`config.mk`:
```
export PLATFORM = sky130hd
export DESIGN_NAME = pipe_hazard_ctrl
export DESIGN_NICKNAME = d
export VERILOG_FILES = /design/src/rtl/pipe_hazard_ctrl.sv
export SDC_FILE = /design/constraint.sdc
export NUM_CORES = 1
export LEC_CHECK = 0
export CORE_MARGIN = 2
export CORE_UTILIZATION = 45
export CTS_CLUSTER_SIZE = 40
export DETAILED_ROUTE_END_ITERATION = 8
export HOLD_SLACK_MARGIN = 0.03
export PLACE_DENSITY = 0.81
export SLEW_MARGIN = 25
export SYNTH_ARGS = -nofsm -noshare
export SYNTH_HDL_FRONTEND = slang
export SYNTH_SLANG_ARGS = --single-unit
```
`constraint.sdc`:
```
create_clock -name clk_i -period 6.51 [get_ports clk_i]
set_input_delay 1.302 -clock clk_i [delete_from_list [all_inputs] [get_ports clk_i]]
set_output_delay 1.302 -clock clk_i [all_outputs]
set_load 0.05 [all_outputs]
```
`src/rtl/pipe_hazard_ctrl.sv`:
```
`default_nettype none
// ============================================================================
//  Module      : pipe_hazard_ctrl
//  Description : Parametrised hazard / forwarding controller. Tracks DEPTH
//                post-decode stages, picks the youngest forwarding source for
//                each decode operand, raises load-use stalls with bubble
//                insertion and squashes IF on a taken branch.
//  Revision    : 1.0  initial release
// ============================================================================
module pipe_hazard_ctrl #(
  parameter int NREG       = 32,
  parameter int REGW       = $clog2(NREG),
  parameter int NSRC       = 2,
  parameter int DEPTH      = 3,
  parameter int LOAD_STAGE = 1,
  parameter int ZREG       = 31,
  parameter int CNTW       = 16,
  parameter int SELW       = $clog2(DEPTH + 1)
) (
  input  logic                   clk_i,
  input  logic                   reset_ni,
  input  logic                   id_valid_i,
  input  logic [REGW-1:0]        id_rd_i,
  input  logic                   id_regwrite_i,
  input  logic                   id_is_load_i,
  input  logic [NSRC*REGW-1:0]   id_src_i,
  input  logic [NSRC-1:0]        id_src_used_i,
  input  logic                   br_taken_i,
  input  logic                   ext_stall_i,
  output logic                   stall_o,
  output logic                   flush_if_o,
  output logic [NSRC*SELW-1:0]   fwd_sel_o,
  output logic [DEPTH-1:0]       st_valid_o,
  output logic [DEPTH*REGW-1:0]  st_rd_o,
  output logic [DEPTH-1:0]       st_regwrite_o,
  output logic [CNTW-1:0]        load_use_cnt_o
);

  localparam logic [REGW-1:0] ZREG_IDX = REGW'(ZREG);

  // Stage tracking registers: index 0 = EX, DEPTH-1 = WB
  logic [DEPTH-1:0]           st_valid_q, st_valid_d;
  logic [DEPTH-1:0][REGW-1:0] st_rd_q, st_rd_d;
  logic [DEPTH-1:0]           st_regwrite_q, st_regwrite_d;
  logic [DEPTH-1:0]           st_is_load_q, st_is_load_d;
  logic [CNTW-1:0]            cnt_q, cnt_d;

  logic [NSRC-1:0]            lu_w;
  logic                       load_use_w;

  // Per-operand hazard detection and forward selection
  generate
    for (genvar s = 0; s < NSRC; s++) begin : g_src
      logic [REGW-1:0]  src_w;
      logic [DEPTH-1:0] match_w;
      logic             lu_s_w;
      logic [SELW-1:0]  sel_s_w;

      assign src_w = id_src_i[s*REGW +: REGW];

      for (genvar k = 0; k < DEPTH; k++) begin : g_match
        assign match_w[k] = id_valid_i & id_src_used_i[s] & (src_w != ZREG_IDX) &
                            st_valid_q[k] & st_regwrite_q[k] & (st_rd_q[k] == src_w);
      end

      // Scan oldest to youngest so the youngest matching stage wins
      always_comb begin
        lu_s_w  = 1'b0;
        sel_s_w = '0;
        for (int k = DEPTH - 1; k >= 0; k--) begin
          if (match_w[k]) begin
            if (st_is_load_q[k] && (k < LOAD_STAGE)) begin
              lu_s_w  = 1'b1;
              sel_s_w = '0;
            end else begin
              lu_s_w  = 1'b0;
              sel_s_w = SELW'(k + 1);
            end
          end
        end
      end

      assign lu_w[s]                   = lu_s_w;
      assign fwd_sel_o[s*SELW +: SELW] = sel_s_w;
    end
  endgenerate

  assign load_use_w = |lu_w;
  assign stall_o    = load_use_w | ext_stall_i;
  assign flush_if_o = br_taken_i & ~stall_o;

  // Next state: advance the stage shift register unless externally frozen
  always_comb begin
    st_valid_d    = st_valid_q;
    st_rd_d       = st_rd_q;
    st_regwrite_d = st_regwrite_q;
    st_is_load_d  = st_is_load_q;
    cnt_d         = cnt_q;
    if (!ext_stall_i) begin
      for (int k = DEPTH - 1; k > 0; k--) begin
        st_valid_d[k]    = st_valid_q[k-1];
        st_rd_d[k]       = st_rd_q[k-1];
        st_regwrite_d[k] = st_regwrite_q[k-1];
        st_is_load_d[k]  = st_is_load_q[k-1];
      end
      if (load_use_w) begin
        st_valid_d[0]    = 1'b0;
        st_rd_d[0]       = '0;
        st_regwrite_d[0] = 1'b0;
        st_is_load_d[0]  = 1'b0;
        if (cnt_q != '1) begin
          cnt_d = cnt_q + 1'b1;
        end
      end else begin
        st_valid_d[0]    = id_valid_i;
        st_rd_d[0]       = id_rd_i;
        st_regwrite_d[0] = id_regwrite_i;
        st_is_load_d[0]  = id_is_load_i;
      end
    end
  end

  // State register with asynchronous active-low clear
  always_ff @(posedge clk_i or negedge reset_ni) begin
    if (!reset_ni) begin
      st_valid_q    <= '0;
      st_rd_q       <= '0;
      st_regwrite_q <= '0;
      st_is_load_q  <= '0;
      cnt_q         <= '0;
    end else begin
      st_valid_q    <= st_valid_d;
      st_rd_q       <= st_rd_d;
      st_regwrite_q <= st_regwrite_d;
      st_is_load_q  <= st_is_load_d;
      cnt_q         <= cnt_d;
    end
  end

  assign st_valid_o     = st_valid_q;
  assign st_rd_o        = st_rd_q;
  assign st_regwrite_o  = st_regwrite_q;
  assign load_use_cnt_o = cnt_q;

endmodule
`default_nettype wire

```
== After elaboration in Yosys (flattened, before gate mapping) ==
Cells that the tools add are included.

* Register bits: 38
* Input bits: 24
* Output and inout port bits: 43
* Logic and storage cells: 59

* Add/sub/neg operators: 1
* Eq/ne operators: 9
* Muxes and demuxes: 14
* Bitwise gates (word level): 26
* Reductions and logical operators: 2

{| class="wikitable"
|+ Operator list
! operator !! count
|-
| $eq A5 B5 Y1 || 6
|-
| $and A1 B1 Y1 || 23
|-
| $add A16 B1 Y16 const B || 1
|-
| $ne A16 B16 Y1 const B || 1
|-
| $mux W2 || 6
|-
| $ne A5 B5 Y1 const B || 2
|-
| $mux W1 || 7
|-
| $mux W5 || 1
|-
| $reduce_and A3 Y1 || 1
|-
| $not A1 Y1 || 2
|-
| $reduce_or A2 Y1 || 1
|-
| $or A1 B1 Y1 || 1
|}

== Longest topological paths before layout ==
* Depth after elaboration: 10
* Depth in mapped cells: 7
* Depth with buffers taken out: 6

== Worst setup path after synthesis ==
Ideal clock, no wire load.

* Path kind: input port to output port
* From: input id_src_i[5]
* To: output fwd_sel_o[2]
* Data arrival time: 3.114 ns
* Required time: 5.208 ns
* Path slack: 2.094 ns
* Stages on the path: 5
* Path buffers: 1
* Path through: clkbuf_2 xor2_1 nor4_1 nand4b_1 o21ai_0

* Word-level cells in the longest chain between the ends: 8
* Elaborated cells on any way between the ends: 17
* Those cells by class: 4 x eq/ne; 3 x mux; 10 x bitwise

{| class="wikitable"
|+ RTL lines
! what !! line !! text
|-
| start: declaration || 26 || <nowiki>input logic [NSRC*REGW-1:0] id_src_i,</nowiki>
|-
| $ne A5 B5 Y1 || 62 || <nowiki>assign match_w[k] = id_valid_i & id_src_used_i[s] & (src_w != ZREG_IDX) &</nowiki>
|-
| $and A1 B1 Y1 (2 in series) || 62 ||
|-
| $and A1 B1 Y1 (2 in series) || 63 || <nowiki>st_valid_q[k] & st_regwrite_q[k] & (st_rd_q[k] == src_w);</nowiki>
|-
| $mux W2 (2 in series) || 71 || <nowiki>if (match_w[k]) begin</nowiki>
|-
| $mux W2 * || 71 ||
|-
| end: declaration || 32 || <nowiki>output logic [NSRC*SELW-1:0] fwd_sel_o,</nowiki>
|}

Every way passes the cells marked *; elsewhere a longest branch is shown, timed or not.

== Final worst setup path ==
* From: input id_src_i[3]
* To: output stall_o

* Word-level cells in the longest chain between the ends: 8
* Elaborated cells on any way between the ends: 9
* Those cells by class: 2 x eq/ne; 1 x mux; 5 x bitwise; 1 x reduce/logical

{| class="wikitable"
|+ RTL lines
! what !! line !! text
|-
| $ne A5 B5 Y1 || 62 ||
|-
| $and A1 B1 Y1 (2 in series) || 62 ||
|-
| $and A1 B1 Y1 || 63 ||
|-
| $and A1 B1 Y1 * || 63 ||
|-
| $mux W1 * || 71 ||
|-
| $reduce_or A2 Y1 * || 88 || <nowiki>assign load_use_w = |lu_w;</nowiki>
|-
| $or A1 B1 Y1 * || 89 || <nowiki>assign stall_o = load_use_w | ext_stall_i;</nowiki>
|-
| end: declaration || 30 || <nowiki>output logic stall_o,</nowiki>
|}

Marks and branches as above.

==> results.ini <==
[run_status]
status=finished, final reports clean

[cts]
htreeDepth=2
cts_buffer_depth=2
cts-root-buf=clkbuf_8
postCtsSetupBuffers=0
cts_resized=0
cts_sinks=38
cts_tree=done
ctsHoldBuffers=0
clk_latency_ns=0.28
cts_made_buffers=5
path_clk_slew_ns=0.07

[sta]
max_slew_margin=0.443
setup_viol=0
fin_skew_ns=0.00588
drv_slew=0
fmax_mhz=185
fin_setup_tns_ns=0
finalCritPeriodShare=0.831
hold-worst-slack_ns=0.496
fin_crit_ns=5.41
hold_viol=0
worstMarginPinSlew_ns=0.836
rsz0062_at_grt=false

[route]
viasPerCell=5.44
drc=0
wl_per_cell_um=15.5
drt-total-wl_um=4940
drt_pre_antenna_iters=4
vias=1730
dr.first_iter.drc_count=93
ant_nets=0

[floorplanning]
rows=25
die_area_um2=5390
start_util=0.462
die_w_um=73.4
coreArea_um2=4690
die_h_um=73.4
num_io_pins=67

[synth]
synth_cell_types=39
synth.most_common_cell=dfrtp_1
synthCells=196
synth-edff-count=0
synthTopCellsByCount=dfrtp_1 (38), xnor2_1 (30), xor2_1 (15), mux2_2 (14), nand4_1 (12)
synth_seq_cells=38
yosysSeqAreaShare=0.439
synth_nets=221
ys_top_cells_by_area=dfrtp_1 (44%), xnor2_1 (12%), mux2_2 (7.3%)
yosysWarnings=0
postSynth.topFlopCell=dfrtp_1
syn-mean-instance-area_um2=11.1
yosysTopAreaCellShare=0.439
synth_area_leader_cell=dfrtp_1
syn_area_um2=2170
asyncSetResetFlopFracSynth=1.00

[critical_path]
startpoint_type=input port
critPathTopFamily=buffers and inverters
crit_fanout=16
crit_type=in2out
cp.depth=7
rr_worst_depth=5
endpoint_kind=primary output
crit_buf_inv=2
slowest_delay_ns=0.81
path_cells=clkdlybuf4s50_1 > and4_1 > a2111o_1 > o22ai_4 > nand2_2 > nand2b_1 > clkdlybuf4s50_1
slowest_stage=clkdlybuf4s50_1
cpMostUsedCell=clkdlybuf4s50_1
startpoint=id_src_i[3]
worstPathRequired_ns=5.21
timing.rr.start=st_rd_o[4]$_DFFE_PN0N_
cp.arrival_ns=4.11

[layout]
finalNetCount=288
n_antenna_cell=0
syn_to_final_growth_pct=38.4
drive_above_1_share=0.125

[power]
total_power_mw=0.720
leakagePower_nw=1.24
power_density_nw_per_um2=240
p_comb_frac=0.270
p_seq_frac=0.391
intPower_mw=0.500
power.switching_mw=0.221
p_sw_frac=0.306
clock_power_share=0.339
ir_worst_vdd_v=0.000111

[global_route]
grt.total_usage=0.193
antenna_found_initial=0
gr-total-overflow=0
grt_pass1_vias=1702
grt_pass1_wl_um=8050
grt_max_degree=39

[placed_design]
port_buffers=66
hpwl_um=3700
gp_congestion=0.936

[hold_path]
whs_path_depth=1
min-delay-start=load_use_cnt_o[14]$_DFFE_PN0P_
hold_class=reg2reg

[flow_run]
maxCapViolCount=0

## logic make-up (layout without fill, tap and decap cells)
family,count (synthesis),count (layout),share of synthesized area
AO/OA/AOI/OAI,16,16,0.0675
XOR/XNOR,45,45,0.182
adder cells (fa/ha/maj),1,1,0.00577
buffers and inverters,8,76,0.0202
flip-flops,38,38,0.439
multiplexers,16,16,0.0842
AND/OR/NAND/NOR,72,72,0.202
## layer usage
| layer | routed length (um) | track usage | up-vias |
|---|---|---|---|
| li1 | - | - | 835 |
| met1 | 2240 | 0.258 | 820 |
| met2 | 2300 | 0.314 | 69 |
| met3 | 340 | 0.0466 | 6 |
| met4 | 51 | 0.0525 | 0 |
| met5 | 0 | 0 | - |
## cells in the final DEF (no fill, tap or decap), types with 2 or more instances in the layout
cell	synthesis	routed
clkdlybuf4s50_1	0	65
dfrtp_1	38	38
xnor2_1	30	30
xor2_1	15	15
mux2_2	14	14
nand4_1	12	12
nand3_1	11	11
nor2b_1	10	10
and3_1	8	8
a22o_1	7	7
nand2_1	6	6
clkbuf_8	0	6
nor2_1	5	5
and4_1	4	4
nor4_1	3	3
and3_2	3	3
a2111o_1	2	2
nand2_2	2	2
bufinv_16	0	2
## worst reg2reg max path: cells and delay by family, from the launching register on
family	cells	cell delay, ns
DFF	1	0.46
and+or+nand+nor	2	0.79
xor gates and xnor gates	1	0.20
AOI/OAI and AO/OA	2	0.62
## final timing paths
| check | end | slack [ns] |
|---|---|---|
| hold / removal | load_use_cnt_o[14]$_DFFE_PN0P_ | 0.50 |
| setup reg to reg | st_rd_o[4]$_DFFE_PN0N_ | 4.32 |
| min in group asynchronous | st_valid_o[2]$_DFFE_PN0N_ | 1.12 |
| hold reg to reg | load_use_cnt_o[14]$_DFFE_PN0P_ | 0.50 |
| setup / recovery | stall_o | 1.10 |
| max in group asynchronous | st_rd_o[2]$_DFFE_PN0N_ | 4.87 |
## state kept, by name, indices dropped and copies added (netlist names)
name            count
st_rd_o            15
st_valid_o          3
load_use_cnt_o     16
st_is_load_q        1
st_regwrite_o       3
## area by class of cell
class | count | area (um2)
clock buffer | 6 | 82.6
fill | 400 | 1690
tap | 54 | 67.6
multi-input combinational | 150 | 1170
timing repair buffer | 67 | 663
inverter | 1 | 3.75
clock inverter | 2 | 60.1
sequential | 38 | 951
## metrics by stage
step,setup slack (ns),cell area (um2),utilization,std cells
floorplan,2.09,2170,-,196
global placement,1.15,2860,0.609,310
detailed placement,1.09,2860,0.609,310
CTS,1.09,3000,0.640,318
global route,0.937,3000,0.640,318
finish,1.10,3000,0.640,318
## power by group through the flow
stage                     logic [mW]  clock network [mW]  registers (mW)
after global placement         0.192                   0           0.286
after CTS                      0.196               0.250           0.282
after detailed placement       0.195                   0           0.287
after global routing           0.206               0.263           0.286
after floorplan               0.0617                   0           0.345
final                          0.194               0.244           0.282
Note: power is estimated with default switching activity, not from simulation.
